<file path="config.mk">
export PLATFORM = sky130hd
export DESIGN_NAME = bsg_manycore_network_cfg_ctrl
export DESIGN_NICKNAME = d
export VERILOG_FILES = /design/src/rtl/bsg_manycore_network_cfg_ctrl.sv
export SDC_FILE = /design/constraint.sdc
export NUM_CORES = 1
export LEC_CHECK = 0
export ABC_AREA = 0
export CAP_MARGIN = 20
export CORE_AREA = 4 4 48 93
export CTS_CLUSTER_DIAMETER = 120
export DETAILED_ROUTE_END_ITERATION = 7
export DIE_AREA = 0 0 52 97
export PLACE_DENSITY = 0.72
export SETUP_SLACK_MARGIN = 0.4
export SLEW_MARGIN = 20
export SYNTH_ARGS = -nofsm -noshare
export SYNTH_HDL_FRONTEND = slang
export SYNTH_SLANG_ARGS = --single-unit
</file>
<file path="constraint.sdc">
create_clock -name clk_i -period 1.95 [get_ports clk_i]
set_input_delay 0.2925 -clock clk_i [delete_from_list [all_inputs] [get_ports clk_i]]
set_output_delay 0.2925 -clock clk_i [all_outputs]
set_load 0.02 [all_outputs]
</file>
<file path="src/rtl/bsg_manycore_network_cfg_ctrl.sv">
// rtl/bsg_manycore_network_cfg_ctrl.sv - runtime network cfg code switch controller
module bsg_manycore_network_cfg_ctrl #(
  parameter int                    lg_max_cfgs_p    = 7,
  parameter int                    num_cfgs_p       = 5,
  parameter logic [num_cfgs_p-1:0] supported_mask_p = '1,
  parameter int                    reset_cfg_p      = 1,
  parameter int                    num_links_p      = 4,
  parameter int                    settle_cycles_p  = 8,
  parameter int                    drain_timeout_p  = 1024
) (
  input  logic                     clk_i,
  input  logic                     reset_i,
  input  logic                     req_v_i,
  input  logic [lg_max_cfgs_p-1:0] req_cfg_i,
  output logic                     req_ready_o,
  input  logic [num_links_p-1:0]   links_idle_i,
  output logic                     quiesce_o,
  output logic [lg_max_cfgs_p-1:0] cfg_o,
  output logic                     cfg_v_o,
  output logic                     done_v_o,
  output logic [1:0]               done_err_o
);

  localparam int cnt_max_lp = (drain_timeout_p > settle_cycles_p) ? drain_timeout_p : settle_cycles_p;
  localparam int cnt_w_lp   = $clog2(cnt_max_lp + 1);
  localparam int full_w_lp  = 1 << lg_max_cfgs_p;

  localparam logic [1:0] err_ok_lp          = 2'd0;
  localparam logic [1:0] err_unsupported_lp = 2'd1;
  localparam logic [1:0] err_timeout_lp     = 2'd2;

  // Parameter sanity: counters and drain detection need these minimums.
  if (settle_cycles_p < 1) begin : g_bad_settle
    $error("settle_cycles_p must be >= 1");
  end
  if (drain_timeout_p < 3) begin : g_bad_timeout
    $error("drain_timeout_p must be >= 3");
  end
  if ((reset_cfg_p >= num_cfgs_p) || (((supported_mask_p >> reset_cfg_p) & 1) == 0)) begin : g_bad_reset_cfg
    $error("reset_cfg_p must be a supported code");
  end

  typedef enum logic [1:0] {
    st_idle   = 2'd0,
    st_drain  = 2'd1,
    st_switch = 2'd2,
    st_settle = 2'd3
  } state_e;

  state_e                   state_q, state_d;
  logic [lg_max_cfgs_p-1:0] cfg_q, cfg_d;
  logic [lg_max_cfgs_p-1:0] target_q, target_d;
  logic                     cfg_v_q, cfg_v_d;
  logic                     quiesce_q, quiesce_d;
  logic                     done_v_q, done_v_d;
  logic [1:0]               done_err_q, done_err_d;
  logic [1:0]               stable_q, stable_d;
  logic [cnt_w_lp-1:0]      cnt_q, cnt_d;

  // Mask widened to cover every encodable code; codes past num_cfgs_p read as unsupported.
  logic [full_w_lp-1:0] mask_full;
  logic                 req_in_range;
  logic                 req_supported;
  logic                 all_idle;

  assign mask_full     = full_w_lp'(supported_mask_p);
  assign req_in_range  = ({1'b0, req_cfg_i} < (lg_max_cfgs_p + 1)'(num_cfgs_p));
  assign req_supported = req_in_range & mask_full[req_cfg_i];
  assign all_idle      = &links_idle_i;

  assign req_ready_o = (state_q == st_idle);
  assign quiesce_o   = quiesce_q;
  assign cfg_o       = cfg_q;
  assign cfg_v_o     = cfg_v_q;
  assign done_v_o    = done_v_q;
  assign done_err_o  = done_err_q;

  // Next-state and registered-output decisions for the switch sequence.
  always_comb begin
    state_d    = state_q;
    cfg_d      = cfg_q;
    target_d   = target_q;
    cfg_v_d    = cfg_v_q;
    quiesce_d  = quiesce_q;
    done_v_d   = 1'b0;
    done_err_d = done_err_q;
    stable_d   = stable_q;
    cnt_d      = cnt_q;

    unique case (state_q)
      st_idle: begin
        if (req_v_i) begin
          if (!req_supported) begin
            done_v_d   = 1'b1;
            done_err_d = err_unsupported_lp;
          end else if (req_cfg_i == cfg_q) begin
            done_v_d   = 1'b1;
            done_err_d = err_ok_lp;
          end else begin
            target_d  = req_cfg_i;
            state_d   = st_drain;
            quiesce_d = 1'b1;
            cfg_v_d   = 1'b0;
            stable_d  = '0;
            cnt_d     = '0;
          end
        end
      end

      st_drain: begin
        cnt_d    = cnt_q + cnt_w_lp'(1);
        stable_d = all_idle ? (stable_q + 2'd1) : 2'd0;
        // Second consecutive idle cycle beats a coincident timeout.
        if (all_idle && (stable_q == 2'd1)) begin
          state_d = st_switch;
        end else if (cnt_q == cnt_w_lp'(drain_timeout_p - 1)) begin
          state_d    = st_idle;
          quiesce_d  = 1'b0;
          cfg_v_d    = 1'b1;
          done_v_d   = 1'b1;
          done_err_d = err_timeout_lp;
        end
      end

      st_switch: begin
        cfg_d   = target_q;
        cnt_d   = '0;
        state_d = st_settle;
      end

      st_settle: begin
        cnt_d = cnt_q + cnt_w_lp'(1);
        if (cnt_q == cnt_w_lp'(settle_cycles_p - 1)) begin
          state_d    = st_idle;
          quiesce_d  = 1'b0;
          cfg_v_d    = 1'b1;
          done_v_d   = 1'b1;
          done_err_d = err_ok_lp;
        end
      end

      default: begin
        state_d = st_idle;
      end
    endcase
  end

  // State and output registers; reset restores the build's default code.
  always_ff @(posedge clk_i or posedge reset_i) begin
    if (reset_i) begin
      state_q    <= st_idle;
      cfg_q      <= lg_max_cfgs_p'(reset_cfg_p);
      target_q   <= '0;
      cfg_v_q    <= 1'b1;
      quiesce_q  <= 1'b0;
      done_v_q   <= 1'b0;
      done_err_q <= 2'd0;
      stable_q   <= 2'd0;
      cnt_q      <= '0;
    end else begin
      state_q    <= state_d;
      cfg_q      <= cfg_d;
      target_q   <= target_d;
      cfg_v_q    <= cfg_v_d;
      quiesce_q  <= quiesce_d;
      done_v_q   <= done_v_d;
      done_err_q <= done_err_d;
      stable_q   <= stable_d;
      cnt_q      <= cnt_d;
    end
  end

endmodule

</file>
==> results.md <==
Layout:
- The final-layout fill cell count is 272.
- The fraction of layout cells with a size suffix above 1 is 0.402.
- The growth of design area from synthesis to finish is 49.7%.
- The final layout net count is 234.
- The area of all placed cells without fillers is 2560 sq um.
- The final core utilization is 0.672.
- Leaving out fill and tap cells, the most frequent cells in the layout are buf_4 (35), dfrtp_1 (31), clkdlybuf4s50_1 (11), dlygate4sd2_1 (11), xor2_1 (8).
- The most common library cell in the layout ignoring fill and taps is buf_4.
- The diode insertion count for antenna repair is 0.
- The count of non-filler cells in the finished layout is 270.

Detailed routing:
- Across all layers, the routed design uses 1445 vias.
- The final routed DRC violation total is 0.
- The wire length per cell after detailed routing is 17.1 um.
- Dividing the detail-routed via count by the number of cells gives 5.35.
- The first TritonRoute pass finished after 4 iterations.
- The detailed router finished its first iteration with 28 violations.
- The final layout contains routed wiring with a total length of 4620 um.
- In this run the remaining antenna-violating nets after routing total 0.

Synth:
- Of the post-synthesis cell area, the part taken by muxes is 0.0967.
- After synthesis, the netlist uses 43 different library cells.
- The fraction of the mapped netlist area in compound gates is 0.146.
- Summing every instance area after synthesis gives 1710 sq um.
- The average cell area after synthesis is 11.7 sq um.
- The number of synthesized register bits is 34.
- Yosys printed 0 warnings.
- The net count of the mapped netlist is 162.
- Of the total synthesized cell area, the portion taken by XOR and XNOR cells is 0.0462.
- The count of flip-flops with a built-in enable after synthesis is 0.
- Of the synthesized area, sequential elements account for 0.500.
- Counting every instance in the synthesized netlist gives 146.
- The most used flip-flop cell after synthesis is dfrtp_1.
- By area, the combinational part of the netlist is dominated by simple AND/OR/NAND/NOR gates.
- The simple logic cell fraction of the synthesized area is 0.174.
- The arithmetic-cell share of the synthesized area counting full adders, half adders and majority gates is 0.0147.
- The share of async-settable or async-resettable flops after synthesis is 1.00.

Pwr:
- In this run the power density over the cells is 1020 nW/um^2.
- The total power is 2.60 mW.
- VDD sags by at most 728 uV.
- Summed over all cells, the static leakage comes to 1.31 nW.

CTS:
- Clock tree synthesis selected as its root buffer the cell clkbuf_8.
- The clock transition time at the flip-flop clock pins of the worst setup and hold paths is 0.07 ns.
- The number of buffers created by CTS is 5.
- The number of hold buffers added after CTS was 0.
- TritonCTS built the clock tree.
- The level count of the clock H-tree is 2.
- Clock latency on the worst-skew pair, taken at its later pin, is 0.29 ns.
- The tree built by TritonCTS fans out to 34 sinks.
- The maximum buffer depth of the clock tree is 2.

STA:
- Static timing analysis puts the maximum clock frequency at 470 MHz.
- The smallest setup slack after layout is -0.176 ns.
- Between clock sinks in the finished design, the worst skew comes to 0.00328 ns.
- The final critical-path share of the clock period is 1.09.
- The worst-case headroom to the max-slew limit is 0.766.
- For the pin with the worst max-slew slack, the measured transition is 0.349 ns.
- Across all hold checks on the routed design, the worst slack comes to 0.386 ns.
- The number of endpoints with negative hold slack in the final report came to 0.
- Setup repair after global routing could not meet its margin everywhere.
- Setup violations remaining at the end of the flow were counted as 16.
- The count of final max-slew check failures is 0.
- For the finished layout, the period the worst path requires is 2.13 ns.

Placed design:
- The HPWL after detailed placement is 3270 um.
- Routability-driven placement finished with a final weighted congestion of 0.891.
- After detailed placement, the design holds a cell count of 254.
- After detailed placement, the total cell area comes to 2320 sq um.
- Buffers placed on the I/O ports in this run total 26.

GRT:
- The total overflow left after global routing is 0.
- Entering global routing, the biggest net connects 20 pins.
- The number of antenna violations at the first check in global routing is 0.
- The via count of the first global-routing pass came to 1628.
- The first global-routing pass estimated 7400 um of wire.
- In the global route stage, overall resource usage came out at 0.197.

Status:
- The run finished, with violations left.
- The checks that failed: negative setup slack.

Floorplan:
- The width of the die is 52 um.
- The die footprint is 5040 sq um.
- The initial core utilization is 0.449.
- After floorplanning, the core was divided into 32 placement rows.
- The die span in y is 97 um.
- The core region is 3800 sq um.
- The total I/O pin count is 27.

Setup path:
- The worst path required time is 2.13 ns.
- The worst register-to-register path has a depth of 6.
- The worst register-to-register path ends at done_err_o[0]$_DFFE_PP0P_.
- The internal reg-to-reg setup slack is -0.18 ns.
- Along the worst path, the maximum fanout reaches 3.
- The setup path with the least slack is of type reg -> reg.
- The startpoint identified for the worst register-to-register timing path is cnt_q[10]$_DFFE_PP0P_.
- The type of element capturing the critical path is a flop.
- STA classifies the critical path startpoint as a flop.
- The arrival time at the worst endpoint is 2.31 ns.

Run:
- The number of max-capacitance violations reported is 0.

Worst hold path:
- The class of the tightest hold or removal check is in -> async.
-- through the flow --
stage | TNS, ns | setup slack (ns)
2_1_floorplan | -0.523 | -0.122
3_3_place_gp | -3.22 | -0.304
3_5_place_dp | -4.80 | -0.310
4_1_cts | -1.15 | -0.178
5_1_grt | -1.73 | -0.212
6_report | -0.808 | -0.176
-- cells by family (layout without fill, tap and decap cells) --
kind of cell | Yosys count | count (layout)
compound gates | 28 | 28
xor+xnor | 9 | 9
fa+ha+maj | 2 | 2
buf+inv | 9 | 81
flops | 34 | 34
mux | 13 | 13
simple gates | 51 | 52
-- state kept, by name, indices dropped and copies added, names as in the netlist, named ones only --
name	flops
cnt_q	11
state_q	1
quiesce_o	1
stable_q	2
cfg_o	7
done_err_o	2
done_v_o	1
cfg_v_o	1
target_q	7
-- area by class of cell --
cell class / count / area, sq um / share of cell area
clock buffers: 6 / 82.6 / 0.0323
inverters: 7 / 31.3 / 0.0122
multi-input cells: 104 / 916 / 0.358
well taps: 51 / 63.8 / 0.0250
clock inverters: 2 / 16.3 / 0.00636
repair buffers: 66 / 592 / 0.232
flip-flops and latches: 34 / 855 / 0.334
-- routing by layer --
metal,vias up,routed length [um],track usage
li1,681,-,-
met2,40,2820,0.378
met1,708,1490,0.183
met4,0,154,0.0869
met5,-,0,0
met3,16,152,0.0385
-- report_power, final --
part	leakage, nW	total (mW)	internal [mW]	switching [mW]
combinational	0.818	1.09	0.560	0.525
sequential	0.448	0.942	0.850	0.0921
clock	0.0478	0.571	0.291	0.281
total	1.31	2.60	1.70	0.898
-- Yosys cell counts (3+ instances only) --
cell type	n	area, sq um
xor2_1	9	78.8
mux2_2	8	90.1
dfrtp_1	32	801
nor4_1	3	18.8
a21o_1	3	22.5
nand3_1	4	20.0
nand4_1	3	18.8
nor2_1	7	26.3
inv_1	6	22.5
mux2_4	5	75.1
and3_1	4	25.0
a22o_1	6	52.6
nand2_1	7	26.3
o22ai_1	4	25.0
nor3_1	7	35.0
and2_1	6	37.5
-- worst max path at each step --
stage | startpoint | end | slack, ns | depth (start not counted)
after floorplan | cnt_q[10]$_DFFE_PP0P_ | done_err_o[0]$_DFFE_PP0P_ | -0.12 | 6
after global placement | cnt_q[10]$_DFFE_PP0P_ | req_ready_o | -0.30 | 5
after detailed placement | cnt_q[10]$_DFFE_PP0P_ | req_ready_o | -0.31 | 5
after CTS | cnt_q[8]$_DFFE_PP0P_ | done_err_o[0]$_DFFE_PP0P_ | -0.18 | 6
after global routing | cnt_q[10]$_DFFE_PP0P_ | done_err_o[0]$_DFFE_PP0P_ | -0.21 | 6
final | cnt_q[10]$_DFFE_PP0P_ | done_err_o[0]$_DFFE_PP0P_ | -0.18 | 6
-- critical path, cell delays in order (launching register included) --
cell	delay, ns
dfrtp_1	0.38
or4_4	0.55
o31ai_4	0.30
buf_4	0.18
o211ai_2	0.11
a31oi_4	0.19
mux2_4	0.31
-- timing repair --
action                     4_1_cts  5_1_grt
pin swaps                        8        4
gates cloned                     1        0
setup endpoints to repair       40       30
gates resized for setup         30        5
buffers inserted                 6        1
No activity file was read; power rests on OpenSTA's default activity.
